--- src/rtl/hazard_ctrl_pkg.sv ---
// Shared definitions for the pipeline hazard controller: divide FSM state
// encodings, parameter defaults and a helper for the timeout counter width.
package hazard_ctrl_pkg;

  typedef enum logic [1:0] {
    RUN       = 2'd0,
    DIV_START = 2'd1,
    DIV_BUSY  = 2'd2
  } state_t;

  localparam int unsigned DIV_TIMEOUT_DEF = 32'd64;
  localparam int unsigned CNT_W_DEF       = 32'd32;

  // Width needed to hold 0 .. n-1, never less than one bit.
  function automatic int unsigned tmo_width(input int unsigned n);
    if (n <= 32'd2) begin
      return 32'd1;
    end else begin
      return $clog2(n);
    end
  endfunction

endpackage

--- src/rtl/hazard_ctrl_load_use_detect.sv ---
// Purely combinational load-use compare: a load in EX whose destination
// (other than x0) is read by the instruction currently in ID.
module load_use_detect (
  input  logic       ex_mem_read,
  input  logic [4:0] ex_rd,
  input  logic [4:0] id_rs1,
  input  logic [4:0] id_rs2,
  input  logic       id_use_rs1,
  input  logic       id_use_rs2,
  output logic       hazard
);

  // Compare both ID source operands against the load destination.
  always_comb begin
    hazard = 1'b0;
    if (ex_mem_read && (ex_rd != 5'd0)) begin
      hazard = (id_use_rs1 && (id_rs1 == ex_rd)) ||
               (id_use_rs2 && (id_rs2 == ex_rd));
    end else begin
      hazard = 1'b0;
    end
  end

endmodule

--- src/rtl/hazard_ctrl.sv ---
// Pipeline hazard controller: multi-cycle divide stall FSM with timeout,
// branch/jump redirect flush and load-use interlock, plus a saturating
// stall-cycle performance counter.
module hazard_ctrl
  import hazard_ctrl_pkg::*;
#(
  parameter int unsigned DIV_TIMEOUT = DIV_TIMEOUT_DEF,
  parameter int unsigned CNT_W       = CNT_W_DEF
) (
  input  logic             CLK,
  input  logic             RESET,
  input  logic             ex_is_div,
  input  logic             ex_mem_read,
  input  logic [4:0]       ex_rd,
  input  logic [4:0]       id_rs1,
  input  logic [4:0]       id_rs2,
  input  logic             id_use_rs1,
  input  logic             id_use_rs2,
  input  logic             ex_redirect,
  input  logic             div_done,
  output logic             div_start,
  output logic             pc_write,
  output logic             if_id_write,
  output logic             id_ex_write,
  output logic             if_id_flush,
  output logic             id_ex_flush,
  output logic             ex_mem_bubble,
  output logic             div_timeout_err,
  output logic [CNT_W-1:0] stall_cycles
);

  localparam int unsigned TMO_W = tmo_width(DIV_TIMEOUT);
  localparam logic [TMO_W-1:0] TMO_LAST = TMO_W'(DIV_TIMEOUT - 32'd1);
  localparam logic [CNT_W-1:0] CNT_MAX  = {CNT_W{1'b1}};

  state_t             state_q, state_d;
  logic [TMO_W-1:0]   tmo_cnt_q, tmo_cnt_d;
  logic [CNT_W-1:0]   stall_cycles_q, stall_cycles_d;
  logic               div_err_q, div_err_d;
  logic               div_start_q, div_start_d;
  logic               lu_hazard;

  load_use_detect u_load_use_detect (
    .ex_mem_read (ex_mem_read),
    .ex_rd       (ex_rd),
    .id_rs1      (id_rs1),
    .id_rs2      (id_rs2),
    .id_use_rs1  (id_use_rs1),
    .id_use_rs2  (id_use_rs2),
    .hazard      (lu_hazard)
  );

  // Next-state and stage-control decode; divide FSM outranks redirect,
  // which outranks the load-use interlock.
  always_comb begin
    state_d       = state_q;
    tmo_cnt_d     = tmo_cnt_q;
    div_err_d     = div_err_q;
    pc_write      = 1'b1;
    if_id_write   = 1'b1;
    id_ex_write   = 1'b1;
    if_id_flush   = 1'b0;
    id_ex_flush   = 1'b0;
    ex_mem_bubble = 1'b0;
    case (state_q)
      RUN: begin
        if (ex_is_div) begin
          state_d       = DIV_START;
          tmo_cnt_d     = '0;
          pc_write      = 1'b0;
          if_id_write   = 1'b0;
          id_ex_write   = 1'b0;
          ex_mem_bubble = 1'b1;
        end else if (ex_redirect) begin
          if_id_flush   = 1'b1;
          id_ex_flush   = 1'b1;
        end else if (lu_hazard) begin
          pc_write      = 1'b0;
          if_id_write   = 1'b0;
          id_ex_flush   = 1'b1;
        end else begin
          state_d       = RUN;
        end
      end
      DIV_START: begin
        state_d       = DIV_BUSY;
        tmo_cnt_d     = '0;
        pc_write      = 1'b0;
        if_id_write   = 1'b0;
        id_ex_write   = 1'b0;
        ex_mem_bubble = 1'b1;
      end
      DIV_BUSY: begin
        if (div_done) begin
          // Result lands in EX/MEM this cycle; done beats the terminal count.
          state_d       = RUN;
        end else if (tmo_cnt_q == TMO_LAST) begin
          // Give up: let the pipe move on but drop the divide instruction.
          state_d       = RUN;
          ex_mem_bubble = 1'b1;
          div_err_d     = 1'b1;
        end else begin
          tmo_cnt_d     = tmo_cnt_q + TMO_W'(1);
          pc_write      = 1'b0;
          if_id_write   = 1'b0;
          id_ex_write   = 1'b0;
          ex_mem_bubble = 1'b1;
        end
      end
      default: begin
        state_d       = RUN;
        tmo_cnt_d     = '0;
      end
    endcase
  end

  // Saturating stall counter and Moore divide-launch pulse.
  always_comb begin
    stall_cycles_d = stall_cycles_q;
    if (!pc_write && (stall_cycles_q != CNT_MAX)) begin
      stall_cycles_d = stall_cycles_q + CNT_W'(1);
    end else begin
      stall_cycles_d = stall_cycles_q;
    end
    div_start_d = (state_d == DIV_START);
  end

  // State registers with asynchronous active-high reset.
  always_ff @(posedge CLK or posedge RESET) begin
    if (RESET) begin
      state_q        <= RUN;
      tmo_cnt_q      <= '0;
      stall_cycles_q <= '0;
      div_err_q      <= 1'b0;
      div_start_q    <= 1'b0;
    end else begin
      state_q        <= state_d;
      tmo_cnt_q      <= tmo_cnt_d;
      stall_cycles_q <= stall_cycles_d;
      div_err_q      <= div_err_d;
      div_start_q    <= div_start_d;
    end
  end

  assign div_start       = div_start_q;
  assign div_timeout_err = div_err_q;
  assign stall_cycles    = stall_cycles_q;

endmodule

--- config.mk ---
export PLATFORM = sky130hd
export DESIGN_NAME = hazard_ctrl
export DESIGN_NICKNAME = d
export VERILOG_FILES = /design/src/rtl/hazard_ctrl_pkg.sv /design/src/rtl/hazard_ctrl_load_use_detect.sv /design/src/rtl/hazard_ctrl.sv
export SDC_FILE = /design/constraint.sdc
export NUM_CORES = 1
export LEC_CHECK = 0
export CORE_MARGIN = 5
export CORE_UTILIZATION = 40
export CTS_CLUSTER_DIAMETER = 50
export DETAILED_ROUTE_END_ITERATION = 8
export PLACE_DENSITY_LB_ADDON = 0.2
export SKIP_CTS_REPAIR_TIMING = 1
export SYNTH_ARGS = -nofsm -noshare
export SYNTH_HDL_FRONTEND = slang
export SYNTH_SLANG_ARGS = --single-unit
--- constraint.sdc ---
create_clock -name CLK -period 6.58 [get_ports CLK]
set_clock_uncertainty 0.2 [all_clocks]
set_input_delay 1.316 -clock CLK [delete_from_list [all_inputs] [get_ports CLK]]
set_output_delay 1.316 -clock CLK [all_outputs]
set_load 0.005 [all_outputs]
======== Word level (Yosys, flattened, before mapping) ========
Cells that the tools add are included.
word-level totals
  flip-flop bits (word level) ............. 42
  bits of input ports ..................... 23
cells by class
  reductions and logical operators ........ 10
  bitwise operators ....................... 1
  equality and inequality tests ........... 10
  add/sub/neg operators ................... 2
  mux-type cells .......................... 29
operator list
  cell                                                  number
  adder 32 x 1 -> 32 bit (second input constant)        1
  != test 32 bit (second input constant)                1
  2-to-1 mux 6 bit                                      3
  2-to-1 mux 1 bit                                      16
  case mux 6 bit (2 select lines)                       1
  equality test 5 bit                                   2
  2-to-1 mux 2 bit                                      5
  case mux 1 bit (3 select lines)                       3
  adder 6 x 1 -> 6 bit (second input constant)          1
  equality test 6 bit (second input constant)           1
  != test 2 bit (second input constant)                 3
  case mux 2 bit (3 select lines)                       1
  AND reduction 3 bit                                   2
  nonzero test 5 bit                                    1
  equality test 2 x 1 -> 1 bit (second input constant)  2
  logical AND 1 bit                                     4
  equality test 2 bit (second input constant)           1
  logical NOT 2 bit                                     1
  logical NOT 1 bit                                     1
  logical OR 1 bit                                      1
  inverter 1 bit                                        1

======== Longest topological paths before layout ========
Gate-level depths: netlist (run 1).
  depth after elaboration ................. 10
  mapped depth ............................ 9
  mapped depth without buffers ............ 7

======== By module ========
From an unflattened synthesis (run 1), not the netlist that was laid out.
unflattened totals
  cell total of the unflattened synthesis .. 231
  area total of the unflattened synthesis .. 2358.5 um^2
modules (own cells, without submodules)
  module           area an instance (um^2)  times used  cells each
  hazard_ctrl      2224.6                   1           214
  load_use_detect  133.9                    1           17

======== Worst setup path before layout (run 1) ========
OpenSTA, ideal clock, no wires.
  kind .................................... input port to output port
  start point ............................. in ex_rd[0]
  end point ............................... out pc_write
  stages .................................. 7
  required time ........................... 5.064 ns
  path slack .............................. 2.503 ns
  data arrival time ....................... 2.561 ns
  cell sequence ........................... or4_1 > o21ai_1 > o21ai_1 > o221a_2 > buf_4 > inv_1 > buf_4
between the ends
  word-level cells in the longest chain between the ends .. 8
  elaborated cells on any way between the ends .. 12
  classes of those cells .................. eq/ne: 2; mux: 5; reduce/logical: 5
ends and longest elaborated chain
  element                                        line                                                                  RTL
  start: declaration                             hazard_ctrl.sv:14                                                     input logic [4:0] ex_rd,
  equality test 5 bit, on equally long branches  hazard_ctrl_load_use_detect.sv:17, hazard_ctrl_load_use_detect.sv:18
  logical AND 1 bit, on equally long branches    hazard_ctrl_load_use_detect.sv:17, hazard_ctrl_load_use_detect.sv:18
  logical OR 1 bit                               hazard_ctrl_load_use_detect.sv:17                                     hazard = (id_use_rs1 && (id_rs1 == ex_rd)) ||
  2-to-1 mux 1 bit *                             hazard_ctrl_load_use_detect.sv:16                                     if (ex_mem_read && (ex_rd != 5'd0)) begin
  2-to-1 mux 1 bit * (3 in series)               n/a
  case mux 1 bit (3 select lines) *              n/a
  end: declaration                               hazard_ctrl.sv:22                                                     output logic pc_write,
Mark *: on every way between the ends. The rest lies on a longest branch, timed or not.

======== Final worst setup path (run 1) ========
  start point ............................. in ex_rd[0]
  end point ............................... out if_id_write
between the ends
  word-level cells in the longest chain between the ends .. 8
  elaborated cells on any way between the ends .. 12
  classes of those cells .................. eq/ne: 2; mux: 5; reduce/logical: 5
ends and longest elaborated chain
  element                                        line                                                                  RTL
  equality test 5 bit, on equally long branches  hazard_ctrl_load_use_detect.sv:17, hazard_ctrl_load_use_detect.sv:18
  logical AND 1 bit, on equally long branches    hazard_ctrl_load_use_detect.sv:17, hazard_ctrl_load_use_detect.sv:18
  logical OR 1 bit                               hazard_ctrl_load_use_detect.sv:17
  2-to-1 mux 1 bit *                             hazard_ctrl_load_use_detect.sv:16
  2-to-1 mux 1 bit *                             hazard_ctrl.sv:77                                                     end else if (lu_hazard) begin
  2-to-1 mux 1 bit *                             hazard_ctrl.sv:74                                                     end else if (ex_redirect) begin
  2-to-1 mux 1 bit *                             hazard_ctrl.sv:67                                                     if (ex_is_div) begin
  case mux 1 bit (3 select lines) *              hazard_ctrl.sv:65                                                     case (state_q)
  end: declaration                               hazard_ctrl.sv:23                                                     output logic if_id_write,
Marked as above.

==> flow_summary.json, run 1 <==
{
  "drv_cap": 0,
  "avgViaCountPerCell": 5.08,
  "tightest_slew_ps": 515,
  "maxUsedRoutingLayer": "met4",
  "cp_cell_sequence": "clkdlybuf4s50_1, or4_1, o21ai_1, o21ai_1, o221a_2, buf_4, inv_1, clkdlybuf4s50_1",
  "yosysWarnings": 0,
  "clk_latency_ps": 290,
  "utilization": 0.554,
  "core_sq_mm": 0.00557,
  "num_antenna_cells": 0,
  "synthToLayoutAreaGrowth_pct": 32.6,
  "track_usage": 0.133,
  "grt-ovfl-total": 0,
  "min_from": "div_timeout_err",
  "slowest_delay_ps": 590,
  "start_kind": "primary input",
  "num_rows": 27,
  "seq_area_frac_synth": 0.451,
  "synthArstFlopShare": 1.00,
  "p_leak_nw": 1.29,
  "die-height_microns": 86.3,
  "reg2reg_slack_ps": 3910,
  "start_util": 0.418,
  "crit_type": "primary input to primary output",
  "drt_iter0_markers": 80,
  "synth_edf_count": 0,
  "wirelength_microns": 4660,
  "cp_max_fo": 33,
  "fin_ws_ps": 1460,
  "placed_cell_area_sq_mm": 0.00299,
  "dp_cells": 350,
  "nets": 310,
  "setup_tns_ps": 0,
  "pin_count": 63,
  "wl_met2_microns": 2110,
  "cp.required_ps": 5060,
  "pre_cts_ws_ps": 1440,
  "cts_root_buf": "clkbuf_8",
  "wl_met1_microns": 2110,
  "reg2reg_from": "stall_cycles[0]",
  "synthAdderAreaFrac": 0.0107,
  "wl_met3_microns": 367,
  "numCtsBuffers": 5,
  "synthesis.area_sq_mm": 0.00233,
  "instances_no_fill": 358,
  "drcViolationCount": 0,
  "vdd_drop_max_mv": 0.155,
  "synth.distinct_cells": 41,
  "worstSetupStartpoint": "ex_rd[0]",
  "syn_avg_cell_area_sq_um": 10.5,
  "period_minus_slack_ps": 5120,
  "worstPathArrival_ps": 3600,
  "hold_viol_final": 0,
  "ant_nets": 0,
  "clockBufferDepth": 2,
  "synth-compound-area-share": 0.0365,
  "design.die.area_sq_mm": 0.00745,
  "syn-instance-count": 222,
  "fin_crit_sh": 0.778,
  "cts_tree": "yes",
  "power_mw": 0.763,
  "fmax_mhz": 195,
  "grt_pass1_vias": 1819,
  "antenna_found_initial": 0,
  "path_clk_slew_ps": 70,
  "ctsHtreeMaxLevel": 2,
  "cp_top_family": "buffers and inverters",
  "critPathSlowestCell": "or4_1",
  "finalSetupViolCount": 0,
  "die_w_microns": 86.3,
  "slew_headroom": 0.656,
  "dpl.hpwl_microns": 3510,
  "grt_pass1_wl_microns": 8020,
  "crit_path_end_kind": "primary output",
  "maxSlewViolCount": 0,
  "wl_per_cell_microns": 13.0,
  "outcome": "complete, no violations",
  "whs_ps": 279,
  "syn_nets": 247,
  "clock-sinks": 42,
  "vias": 1817,
  "synth_mux_area_frac": 0.00913,
  "power.density_mw_per_mm2": 247,
  "hp-class": "flop to flop",
  "grt_max_degree": 43,
  "drt-pass1-iter-count": 4,
  "rsz0062_at_grt": "false",
  "synth_xor_area_frac": 0.166,
  "gp_congestion": 0.765,
  "design_area_sq_mm": 0.00309,
  "synth_top_flop_cell": "dfrtp_1",
  "port_buffers": 62,
  "yosys.area_share.simple": 0.291,
  "fill_cells": 526,
  "drive_gt1_frac": 0.0944,
  "ys_ff_latch": 42,
  "critPathBufInv": 4,
  "synth_top_family_by_area": "simple AND/OR/NAND/NOR gates"
}
report_power, final:
group | internal, mW | switching [mW]
registers | 0.291 | 0.0465
logic | 0.138 | 0.118
clock network | 0.0842 | 0.0857
per-layer routing:
metal | global-route usage | up-vias
li1 | - | 910
met1 | 0.159 | 843
met2 | 0.222 | 57
met3 | 0.0466 | 7
met4 | 0.0453 | 0
met5 | 0 | -
layout by cell type (no fill, tap or decap), drive strengths merged:
master / count
clkdlybuf4s50: 62
dfrtp: 42
xnor2: 40
nand3: 21
nand4: 20
nor2: 15
and3: 14
nand2: 14
clkbuf: 6
inv: 5
and2: 5
nor3: 4
xor2: 4
and4: 3
or3: 2
o21ai: 2
nor4: 2
a21oi: 2
nand3b: 2
ha: 2
buf: 2
clkinv: 2
o22ai: 1
or2: 1
or4: 1
o221a: 1
mux2: 1
nand2b: 1
mux2i: 1
o211a: 1
o21a: 1
o21bai: 1
nor2b: 1
a31oi: 1
a41oi: 1
o31ai: 1
clkinvlp: 1
layout make-up:
class | count | area [sq um] | share of cell area
Multi-Input combinational cell | 166 | 1190 | 0.387
Timing Repair Buffer | 64 | 636 | 0.206
Inverter | 6 | 22.5 | 0.00729
Clock buffer | 6 | 82.6 | 0.0267
Tap cell | 72 | 90.1 | 0.0292
Clock inverter | 2 | 12.5 | 0.00405
Sequential cell | 42 | 1050 | 0.340
Yosys cell counts (5+ instances only):
cell / instances / area share
and2_1: 5 / 0.013
xnor2_1: 40 / 0.15
nand3_2: 10 / 0.043
inv_1: 5 / 0.0081
dfrtp_1: 42 / 0.45
nor2_1: 15 / 0.024
nand4_1: 19 / 0.051
nand3_1: 10 / 0.021
and3_1: 14 / 0.038
nand2_1: 13 / 0.021
final timing paths:
kind / endpoint / cells after the start
max: if_id_write / 8
min: div_timeout_err / 1
max reg2reg: stall_cycles[1] / 7
min reg2reg: div_timeout_err / 1
max in group asynchronous: stall_cycles[0] / 3
min in group asynchronous: stall_cycles[31] / 3
sequential cells by signal, summed over array words and instances, names as in the netlist:
name             cells
div_start            1
div_timeout_err      1
stall_cycles        32
state_q              2
tmo_cnt_q            6
cells by family (layout without fill, tap and decap cells):
| group | Yosys count | in the layout |
|---|---|---|
| simple gates | 106 | 106 |
| xor+xnor | 44 | 44 |
| flops | 42 | 42 |
| buf+inv | 14 | 78 |
| compound gates | 12 | 12 |
| fa+ha+maj | 2 | 2 |
| mux | 2 | 2 |
Power figures use the tool's default switching activity.
==> inputs of run 2 (changes only) <==
==> constraint.sdc (replaced) <==
create_clock -name CLK -period 5.3 [get_ports CLK]
set_clock_uncertainty 0.2 [all_clocks]
set_input_delay 1.06 -clock CLK [delete_from_list [all_inputs] [get_ports CLK]]
set_output_delay 1.06 -clock CLK [all_outputs]
set_load 0.005 [all_outputs]
==> flow_summary.json, run 2 (synthesis gave the netlist of run 1 again) <==
{
  "grt_max_degree": 43,
  "maxSlewViolCount": 0,
  "layout_commonest_cell": "clkdlybuf4s50_1",
  "p_leak_nw": 1.29,
  "crit_path_end_kind": "primary output",
  "grt_pass1_wl_microns": 8460,
  "final_cell_mix": "clkdlybuf4s50_1, dfrtp_1, xnor2_1",
  "dpl.hpwl_microns": 3490,
  "critPathBufInv": 3,
  "ant_nets": 0,
  "clk_latency_ps": 290,
  "cp_cell_sequence": "clkdlybuf4s50_1, or4_1, o21ai_1, o21ai_1, o221a_2, inv_1, clkdlybuf4s50_1",
  "numCtsBuffers": 5,
  "cts_tree": "yes",
  "hold_viol_final": 0,
  "wl_per_cell_microns": 13.4,
  "num_rows": 27,
  "setup_tns_ps": 0,
  "finalSetupViolCount": 0,
  "tightest_slew_ps": 523,
  "synthToLayoutAreaGrowth_pct": 32.6,
  "port_buffers": 62,
  "gp_congestion": 0.726,
  "outcome": "complete, no violations",
  "core_sq_mm": 0.00557,
  "slowest_delay_ps": 580,
  "fin_crit_sh": 0.814,
  "clockBufferDepth": 2,
  "start_util": 0.418,
  "worstPathArrival_ps": 3060,
  "drt-pass1-iter-count": 4,
  "ff_latch_area_sq_mm": 0.00105,
  "nets": 310,
  "fmax_mhz": 232,
  "drcViolationCount": 0,
  "largest_reg_flops": 32,
  "die_w_microns": 86.3,
  "drt_iter0_markers": 84,
  "multiInputGateArea_sq_mm": 0.00119,
  "slew_headroom": 0.651,
  "clock-sinks": 42,
  "wirelength_microns": 4790,
  "drv_cap": 0,
  "power.density_mw_per_mm2": 310,
  "rsz0062_at_grt": "false",
  "power_mw": 0.958,
  "crit_type": "primary input to primary output",
  "ctsHtreeMaxLevel": 2,
  "die-height_microns": 86.3,
  "track_usage": 0.139,
  "cp_top_family": "buffers and inverters",
  "vias": 1818,
  "grt_pass1_vias": 1861,
  "hp-class": "flop to flop",
  "path_clk_slew_ps": 80,
  "fill_cells": 485,
  "antenna_found_initial": 0,
  "design.die.area_sq_mm": 0.00745,
  "grt-ovfl-total": 0,
  "cts_root_buf": "clkbuf_8",
  "cp.required_ps": 4040,
  "cp_max_fo": 3,
  "avgViaCountPerCell": 5.08,
  "period_minus_slack_ps": 4320,
  "vdd_drop_max_mv": 0.206,
  "start_kind": "primary input",
  "pin_count": 63,
  "critPathSlowestCell": "or4_1",
  "num_antenna_cells": 0,
  "drive_gt1_frac": 0.0944
}
## run 2: cell counts in the layout (fill, tap and decap cells not counted)
Identical to the previous run, type by type.
## run 2: worst register-to-register path: stages, from the launching register on
cell and delay (ps):
dfrtp_1 430, ha_1 230, nand3_2 160, nor4_4 450, and2_1 340, nand2_4 260, nand2_1 210, mux2_1 330
## run 2: cell type report
type                            instances  share of cell area
Multi-Input combinational cell        166               0.387
Clock inverter                          2             0.00405
Inverter                                6             0.00729
Sequential cell                        42               0.340
Tap cell                               72              0.0292
Clock buffer                            6              0.0267
Timing Repair Buffer                   64               0.206
## run 2: where the power goes
| group | switching, mW | internal, mW | total, mW |
|---|---|---|---|
| Sequential | 0.0589 | 0.361 | 0.420 |
| Clock | 0.111 | 0.105 | 0.216 |
| Combinational | 0.151 | 0.171 | 0.322 |
## run 2: metrics by stage
step	area, sq um	hold WS, ps	util	setup WS (ps)	cells
2_1_floorplan	2330	268	-	1740	222
3_3_place_gp	2990	271	0.537	987	350
3_5_place_dp	2990	261	0.537	954	350
4_1_cts	3090	293	0.554	955	358
5_1_grt	3090	317	0.554	880	358
6_report	3090	281	0.554	983	358
## run 2: final timing paths
kind | from | to | slack, ps | cells past startpoint
hold reg to reg | div_timeout_err | div_timeout_err | 280 | 1
setup / recovery | ex_rd[0] | pc_write | 980 | 7
max in group asynchronous | RESET | stall_cycles[7] | 3540 | 3
hold / removal | div_timeout_err | div_timeout_err | 280 | 1
setup reg to reg | stall_cycles[0] | stall_cycles[1] | 2590 | 7
min in group asynchronous | RESET | stall_cycles[22] | 1000 | 3
## run 2: routing by layer
layer,track usage,part of all wire,vias up
met5,0,0,-
met4,0.0255,0.0017,0
met3,0.0475,0.075,2
met2,0.233,0.47,55
met1,0.176,0.45,851
li1,-,-,910
